$ cat src/rtl/muldiv_sequencer.sv
// Sequential 32-bit unsigned multiply/divide unit.
//
// Purpose: accepts one operation in IDLE. Multiply runs shift-add, LSB first.
// Divide runs restoring division, MSB first. Each takes 32 iteration edges
// and then spends one cycle in DONE. Divide by zero finishes after a single
// edge. HI/LO are written only on the edge that enters DONE.
//
// Ports:
//   clk_i      clock, rising edge
//   rst_i      asynchronous active-high reset
//   start_i    request pulse, sampled only in IDLE
//   op_i       0 = multiply, 1 = divide (sampled with start_i)
//   a_i        multiplicand / dividend (sampled with start_i)
//   b_i        multiplier / divisor (sampled with start_i)
//   rd_sel_i   result select: 0 = LO, 1 = HI
//   busy_o     high while not IDLE
//   done_o     one-cycle completion pulse (DONE state)
//   hi_o       product[63:32] or remainder
//   lo_o       product[31:0] or quotient
//   result_o   lo_o or hi_o, selected combinationally by rd_sel_i
module muldiv_sequencer (
  input  logic        clk_i,
  input  logic        rst_i,
  input  logic        start_i,
  input  logic        op_i,
  input  logic [31:0] a_i,
  input  logic [31:0] b_i,
  input  logic        rd_sel_i,
  output logic        busy_o,
  output logic        done_o,
  output logic [31:0] hi_o,
  output logic [31:0] lo_o,
  output logic [31:0] result_o
);

  localparam logic [1:0] StIdle = 2'd0;
  localparam logic [1:0] StMul  = 2'd1;
  localparam logic [1:0] StDiv  = 2'd2;
  localparam logic [1:0] StDone = 2'd3;

  logic [1:0]  state_q, state_d;
  logic [4:0]  cnt_q, cnt_d;
  logic [31:0] a_q, a_d;
  logic [31:0] b_q, b_d;
  // Multiply: {partial product, remaining multiplier bits}.
  // Divide: the low half holds dividend bits shifting out and quotient bits
  // shifting in.
  logic [63:0] acc_q, acc_d;
  logic [31:0] rem_q, rem_d;
  logic [31:0] hi_q, hi_d;
  logic [31:0] lo_q, lo_d;

  logic [32:0] mul_sum;
  logic [63:0] mul_next;
  logic [32:0] div_shift;
  logic        div_ge;
  logic [31:0] div_sub;
  logic [31:0] div_rem_next;
  logic [31:0] div_quo_next;

  always_comb begin
    mul_sum  = {1'b0, acc_q[63:32]} + {1'b0, (acc_q[0] ? a_q : 32'd0)};
    mul_next = {mul_sum, acc_q[31:1]};

    // div_shift is the 33-bit partial remainder. After a successful subtract
    // the difference is below b, so 32 bits are enough to hold it.
    div_shift    = {rem_q, acc_q[31]};
    div_ge       = (div_shift >= {1'b0, b_q});
    div_sub      = div_shift[31:0] - b_q;
    div_rem_next = div_ge ? div_sub : div_shift[31:0];
    div_quo_next = {acc_q[30:0], div_ge};
  end

  always_comb begin
    state_d = state_q;
    cnt_d   = cnt_q;
    a_d     = a_q;
    b_d     = b_q;
    acc_d   = acc_q;
    rem_d   = rem_q;
    hi_d    = hi_q;
    lo_d    = lo_q;

    case (state_q)
      StIdle: begin
        if (start_i) begin
          a_d   = a_i;
          b_d   = b_i;
          cnt_d = 5'd0;
          rem_d = 32'd0;
          if (op_i) begin
            state_d = StDiv;
            acc_d   = {32'd0, a_i};
          end else begin
            state_d = StMul;
            acc_d   = {32'd0, b_i};
          end
        end
      end
      StMul: begin
        acc_d = mul_next;
        cnt_d = cnt_q + 5'd1;
        if (cnt_q == 5'd31) begin
          state_d = StDone;
          hi_d    = mul_next[63:32];
          lo_d    = mul_next[31:0];
        end
      end
      StDiv: begin
        if (b_q == 32'd0) begin
          state_d = StDone;
          hi_d    = a_q;
          lo_d    = 32'hFFFF_FFFF;
        end else begin
          rem_d = div_rem_next;
          acc_d = {32'd0, div_quo_next};
          cnt_d = cnt_q + 5'd1;
          if (cnt_q == 5'd31) begin
            state_d = StDone;
            hi_d    = div_rem_next;
            lo_d    = div_quo_next;
          end
        end
      end
      StDone: begin
        state_d = StIdle;
      end
      default: begin
        state_d = StIdle;
      end
    endcase
  end

  always_ff @(posedge clk_i or posedge rst_i) begin
    if (rst_i) begin
      state_q <= StIdle;
      cnt_q   <= 5'd0;
      a_q     <= 32'd0;
      b_q     <= 32'd0;
      acc_q   <= 64'd0;
      rem_q   <= 32'd0;
      hi_q    <= 32'd0;
      lo_q    <= 32'd0;
    end else begin
      state_q <= state_d;
      cnt_q   <= cnt_d;
      a_q     <= a_d;
      b_q     <= b_d;
      acc_q   <= acc_d;
      rem_q   <= rem_d;
      hi_q    <= hi_d;
      lo_q    <= lo_d;
    end
  end

  assign busy_o   = (state_q != StIdle);
  assign done_o   = (state_q == StDone);
  assign hi_o     = hi_q;
  assign lo_o     = lo_q;
  assign result_o = rd_sel_i ? hi_q : lo_q;

endmodule

$ cat config.mk
export PLATFORM = sky130hd
export DESIGN_NAME = muldiv_sequencer
export DESIGN_NICKNAME = d
export VERILOG_FILES = /design/src/rtl/muldiv_sequencer.sv
export SDC_FILE = /design/constraint.sdc
export NUM_CORES = 1
export LEC_CHECK = 0
export BUFFER_PORTS_ARGS = -buffer_cell sky130_fd_sc_hd__buf_2
export CELL_PAD_IN_SITES_DETAIL_PLACEMENT = 1
export CELL_PAD_IN_SITES_GLOBAL_PLACEMENT = 1
export CORE_UTILIZATION = 46
export DETAILED_ROUTE_END_ITERATION = 6
export PLACE_DENSITY_LB_ADDON = 0.08
export SLEW_MARGIN = 20
export SYNTH_ARGS = -nofsm -noshare
export SYNTH_HDL_FRONTEND = slang
export SYNTH_SLANG_ARGS = --single-unit
$ cat constraint.sdc
create_clock -name clk_i -period 8.1 [get_ports clk_i]
set_clock_uncertainty 0.2 [all_clocks]
set_input_delay 0.405 -clock clk_i [delete_from_list [all_inputs] [get_ports clk_i]]
set_output_delay 0.405 -clock clk_i [all_outputs]
set_load 0.05 [all_outputs]
# [Yosys cells after proc, flatten, opt, wreduce, memory -nomap -nowiden]
# Cells that the tools add are included.
[totals] ff_bits=231 inputBits=69 out_inout_bits=98 wordCells=56
[op_classes] add_sub_neg=3 magnitude_cmp=1 eq_ne=8 muxes=26 reduce_logical=10
[op_table] op="$mux 32" count=12
[op_table] op="$pmux 32 s2" count=3
[op_table] op="$pmux 64 s3" count=1
[op_table] op="$mux 64" count=2
[op_table] op="$add 32x32->33" count=1
[op_table] op="$ge 33x32->1" count=1
[op_table] op="$logic_not 32->1" count=1
[op_table] op="$sub 32x32->32" count=1
[op_table] op="$pmux 5 s3" count=1
[op_table] op="$mux 5" count=2
[op_table] op="$reduce_and 3->1" count=3
[op_table] op="$mux 2" count=4
[op_table] op="$pmux 2 s4" count=1
[op_table] op="$ne 2x2->1 const B" count=3
[op_table] op="$reduce_bool 2->1" count=3
[op_table] op="$add 5x1->5 const B" count=1
[op_table] op="$eq 5x5->1 const B" count=1
[op_table] op="$eq 2x2->1 const B" count=2
[op_table] op="$ne 3x3->1 const B" count=1
[op_table] op="$reduce_bool 3->1" count=1
[op_table] op="$eq 2x1->1 const B" count=1
[op_table] op="$logic_not 2->1" count=1
[op_table] op="$reduce_and 2->1" count=1

# [Logic depth before layout (Yosys ltp)]
[depth] depth_word=5 ltp_mapped=16 mapped_depth_nobuf=14

# [Least setup slack after synthesis]
# Ideal clock, no wire load.
[synth_path] kind="register to register" from="register acc_q[0]" to="register hi_q[31] (netlist: hi_o[31])" t_arrival_ns=3.036 setup_slack_ns=4.721 stages_incl_launch_ff=15 n_path_buf=1 period_less_slack_ns=3.379 cell_sequence="dfrtp_1 -> clkbuf_1 -> and2_1 -> ha_1 -> fa_1 -> a21oi_1 -> o21ai_0 -> a21oi_1 -> o211ai_1 -> nand3_1 -> a31oi_1 -> or2_1 -> a221o_1 -> a21oi_1 -> o221ai_1"
[synth_via] elab_chain_len=4
[synth_rtl] item="from (decl)" line="48" rtl="logic [63:0] acc_q, acc_d;"
[synth_rtl] item="from (signal assigned)" line="140" rtl="acc_q <= 64'd0;"
[synth_rtl] item="from (signal assigned)" line="149" rtl="acc_q <= acc_d;"
[synth_rtl] item="$mux 32" line="62" rtl="mul_sum = {1'b0, acc_q[63:32]} + {1'b0, (acc_q[0] ? a_q : 32'd0)};"
[synth_rtl] item="$add 32x32->33" line="62"
[synth_rtl] item="$mux 32" line="103" rtl="if (cnt_q == 5'd31) begin"
[synth_rtl] item="$pmux 32 s2" line="84" rtl="case (state_q)"
[synth_rtl] item="to (signal assigned)" line="151" rtl="hi_q <= hi_d;"
[synth_rtl] item="to (decl)" line="50" rtl="logic [31:0] hi_q, hi_d;"
# No other way between the ends. The select of a mux whose other input is x is not followed.
# A chain may end at the register's enable or synchronous reset.

# [Worst setup path after layout]
[layout_path] from="register b_q[21]" to="register hi_q[9] (netlist: hi_o[9])"
[layout_via] elab_chain_len=5
[layout_rtl] item="from (decl)" line="44" rtl="logic [31:0] b_q, b_d;"
[layout_rtl] item="from (signal assigned)" line="139" rtl="b_q <= 32'd0;"
[layout_rtl] item="from (signal assigned)" line="148" rtl="b_q <= b_d;"
[layout_rtl] item="$ge 33x32->1" line="68" rtl="div_ge = (div_shift >= {1'b0, b_q});"
[layout_rtl] item="$mux 32" line="70" rtl="div_rem_next = div_ge ? div_sub : div_shift[31:0];"
[layout_rtl] item="$mux 32" line="118" rtl="if (cnt_q == 5'd31) begin"
[layout_rtl] item="$mux 32" line="110" rtl="if (b_q == 32'd0) begin"
[layout_rtl] item="$pmux 32 s2" line="84"
# Parallel ways exist; a longest one is shown, timed or not. The select of a mux whose other input is x is not followed.

==> summary.txt <==
Clock network
  – CTS tree: built
  – Hold-fix buffers, CTS: 65
  – Root buffer cell: clkbuf_16
  – Clk Latency, worst-skew pair: 0.57 ns
  – Post-CTS sizing: 0
  – CTS sink cnt: 231
  – Clk slew on worst S/H paths: 0.06 ns
  – Setup Fix Bufs, Post-CTS: 0
  – Num CTS Buffers: 29
  – CTS max path bufs: 3
  – CTS H-tree depth: 1

Placement
  – Port Buf Inserts: 166
  – Worst slack, placed: 3.73 ns
  – Final Wtd Congestion: 0.881
  – DPL Wire Length: 36400 microns

Synth
  – Synth area leader: dfrtp_1
  – Syn nets: 1706
  – Synthesized cell area: 0.0146 sq mm
  – Largest cells by area after synthesis: dfrtp_1 (40%), mux2_2 (9.9%), ha_1 (6.1%), o21ai_0 (5.9%), nand2_1 (5.1%)
  – FFs w/ async S/R, synth: 1.00
  – Post-synth EDFFs: 0
  – Synth warn: 0
  – Cells after Synth: 1564
  – Synth cell types: 70
  – Post-synthesis sequential area ratio: 0.397
  – Syn Area/Cell: 9.32 sq um
  – Top_reg_cell synth: dfrtp_1
  – #FFs+latches synth: 231
  – Synth top area share: 0.397
  – Count leader, synth: dfrtp_1
  – Most common library cells after synthesis: dfrtp_1 (231), nand2_1 (199), o21ai_0 (172)

GRT
  – Initial antenna violation count: 0
  – GRT Total Usage: 0.328
  – Largest net degree at the start of global routing: 100
  – Grt total ovfl: 0
  – First-pass GRT wire length: 83500 microns
  – Vias in the first global route: 14.1k

STA
  – PnR worst setup slack: 3.58 ns
  – Fin Setup TNS: 0 ns
  – Final Max Tran Viols: 0
  – Max-slew headroom: 0.241
  – Fin crit share: 0.558
  – Worst Max-Slew Pin Slew: 1.14 ns
  – Fmax: 0.221 GHz
  – Minimum clock period: 4.52 ns
  – RSZ-0062 raised after global routing: no
  – Final hold violations: 0
  – Setup-failing EPs final: 0

Power and ir drop
  – Logic pwr share: 0.543
  – Sequential power share: 0.284
  – Switching Share: 0.509
  – Pwr/cell area: 432 mW/mm^2
  – Clk network pwr share: 0.173
  – Power Internal: 3.66 mW
  – Leak Pwr: 7.99 nW
  – Switching power: 3.80 mW
  – Worst VDD drop: 219 uV

Critical path
  – FF-to-FF Start: b_q[21]
  – Critical path fanouts, max: 18
  – Required time of the worst setup path: 8.39 ns
  – Arr. time, crit path: 4.81 ns
  – Startpoint Class: flip-flop
  – Crit path launch: b_q[21]
  – WS Path Type: reg2reg
  – CP endpoint kind: flip-flop

Run status
  – Status: finished with violations
  – Failing checks: design-rule violations

Detailed routing
  – Final WL: 52800 microns
  – Via density: 6.20
  – # DRC: 16
  – Initial DRC Count: 816
  – ANT nets after route: 0
  – Vias after detailed routing: 13.4k
  – WL per Instance: 24.4 microns
  – Pre-antenna DRT Iters: 7

Floorplan
  – Die area: 0.0324 sq mm
  – Initial Utilization: 0.471
  – Row cnt: 64
  – Horiz. Die Dim: 180 microns
  – Core area: 0.0309 sq mm
  – # IOs: 167
  – Die height: 180 microns

Cells and area
  – Area Overhead vs Synth: 18.4%
  – Fin util: 0.558
  – Layout cells sized above 1: 0.220
  – # nets final: 1885

Hold path
  – Hold Path Class: in2reg
  – Hold path startpoint: start_i

Flow run
  – Maxcap violations: 0
-- layout by cell type (no fill, tap or decap), drive strengths merged, types with 23 or more instances in the layout --
cell type	netlist	layout
inv	53	54
ha	71	71
o21ai	179	179
buf	23	183
xnor2	35	35
a22oi	34	34
nor2	57	57
a21o	23	23
a21oi	84	84
and2	38	38
o22ai	36	36
mux2i	24	24
mux2	129	129
dfrtp	231	231
a211oi	23	23
dlygate4sd3	0	65
nand2	199	199
clkbuf	77	37
-- final timing paths --
kind	endpoint	slack, ns	cells past startpoint
min in group asynchronous	a_q[8]	0.32	3
worst max-delay path	hi_o[9]	3.58	10
worst min-delay path	state_q[1]	0.22	4
worst max register to register	hi_o[9]	3.58	10
worst min register to register	cnt_q[4]	0.28	2
max in group asynchronous	a_q[26]	5.89	4
-- kinds of logic after synthesis --
family | synth area share
muxes | 0.116
DFF | 0.397
adders and majority gates | 0.0637
and+or+nand+nor | 0.122
xor gates and xnor gates | 0.0343
buffers and inverters | 0.0426
AOI/OAI and AO/OA | 0.225
-- routing by layer --
| layer | track usage | routed length [microns] | up-vias | share of wire |
|---|---|---|---|---|
| met5 | 0 | 0 | - | 0 |
| met4 | 0.113 | 1740 | 0 | 0.033 |
| met3 | 0.0320 | 2370 | 111 | 0.045 |
| met2 | 0.539 | 24900 | 390 | 0.47 |
| met1 | 0.453 | 23800 | 6829 | 0.45 |
| li1 | - | - | 6066 | - |
-- stage by stage --
stage	cells	power, mW	hold slack (ns)	instance area (sq um)
floorplan	1564	4.85	0.245	14600
global placement	2043	5.95	0.257	15700
detailed placement	2043	6.08	0.268	15700
CTS	2161	7.43	0.181	17300
global route	2161	7.89	0.246	17300
finish	2162	7.46	0.220	17300
-- worst max-delay path, stage by stage, from the launching register on --
cell      delay (ns)
dfrtp_1         0.45
nor4_1          0.64
nand4_1         0.28
nor2_1          0.16
buf_4           0.27
nor2_1          0.19
nor2_1          0.26
o21a_1          0.57
nand2_1         0.77
a211oi_1        0.47
a221o_1         0.16
-- cell type report --
class                      count  area, sq um
sequential                   231         5780
tap                          396          495
clock inverter                16          144
inverter                      54          210
timing repair buffer         248         1610
fill                        3548        13700
antenna                        1         2.50
multi-input combinational   1179         8220
clock buffer                  37          796
-- flip-flops by register name, indices dropped and copies added (netlist names) --
| register | cells |
|---|---|
| acc_q | 64 |
| a_q | 32 |
| b_q | 32 |
| hi_o | 32 |
| lo_o | 32 |
| rem_q | 32 |
| cnt_q | 5 |
| state_q | 2 |
-- power groups by stage --
stage	sequential [mW]	combinational [mW]	clock, mW
after floorplan	2.33	2.52	0
after global placement	2.09	3.86	0
after detailed placement	2.12	3.96	0
after CTS	2.10	4.02	1.31
after global routing	2.17	4.38	1.34
final	2.12	4.05	1.29
Note: power is estimated with default switching activity, not from simulation.
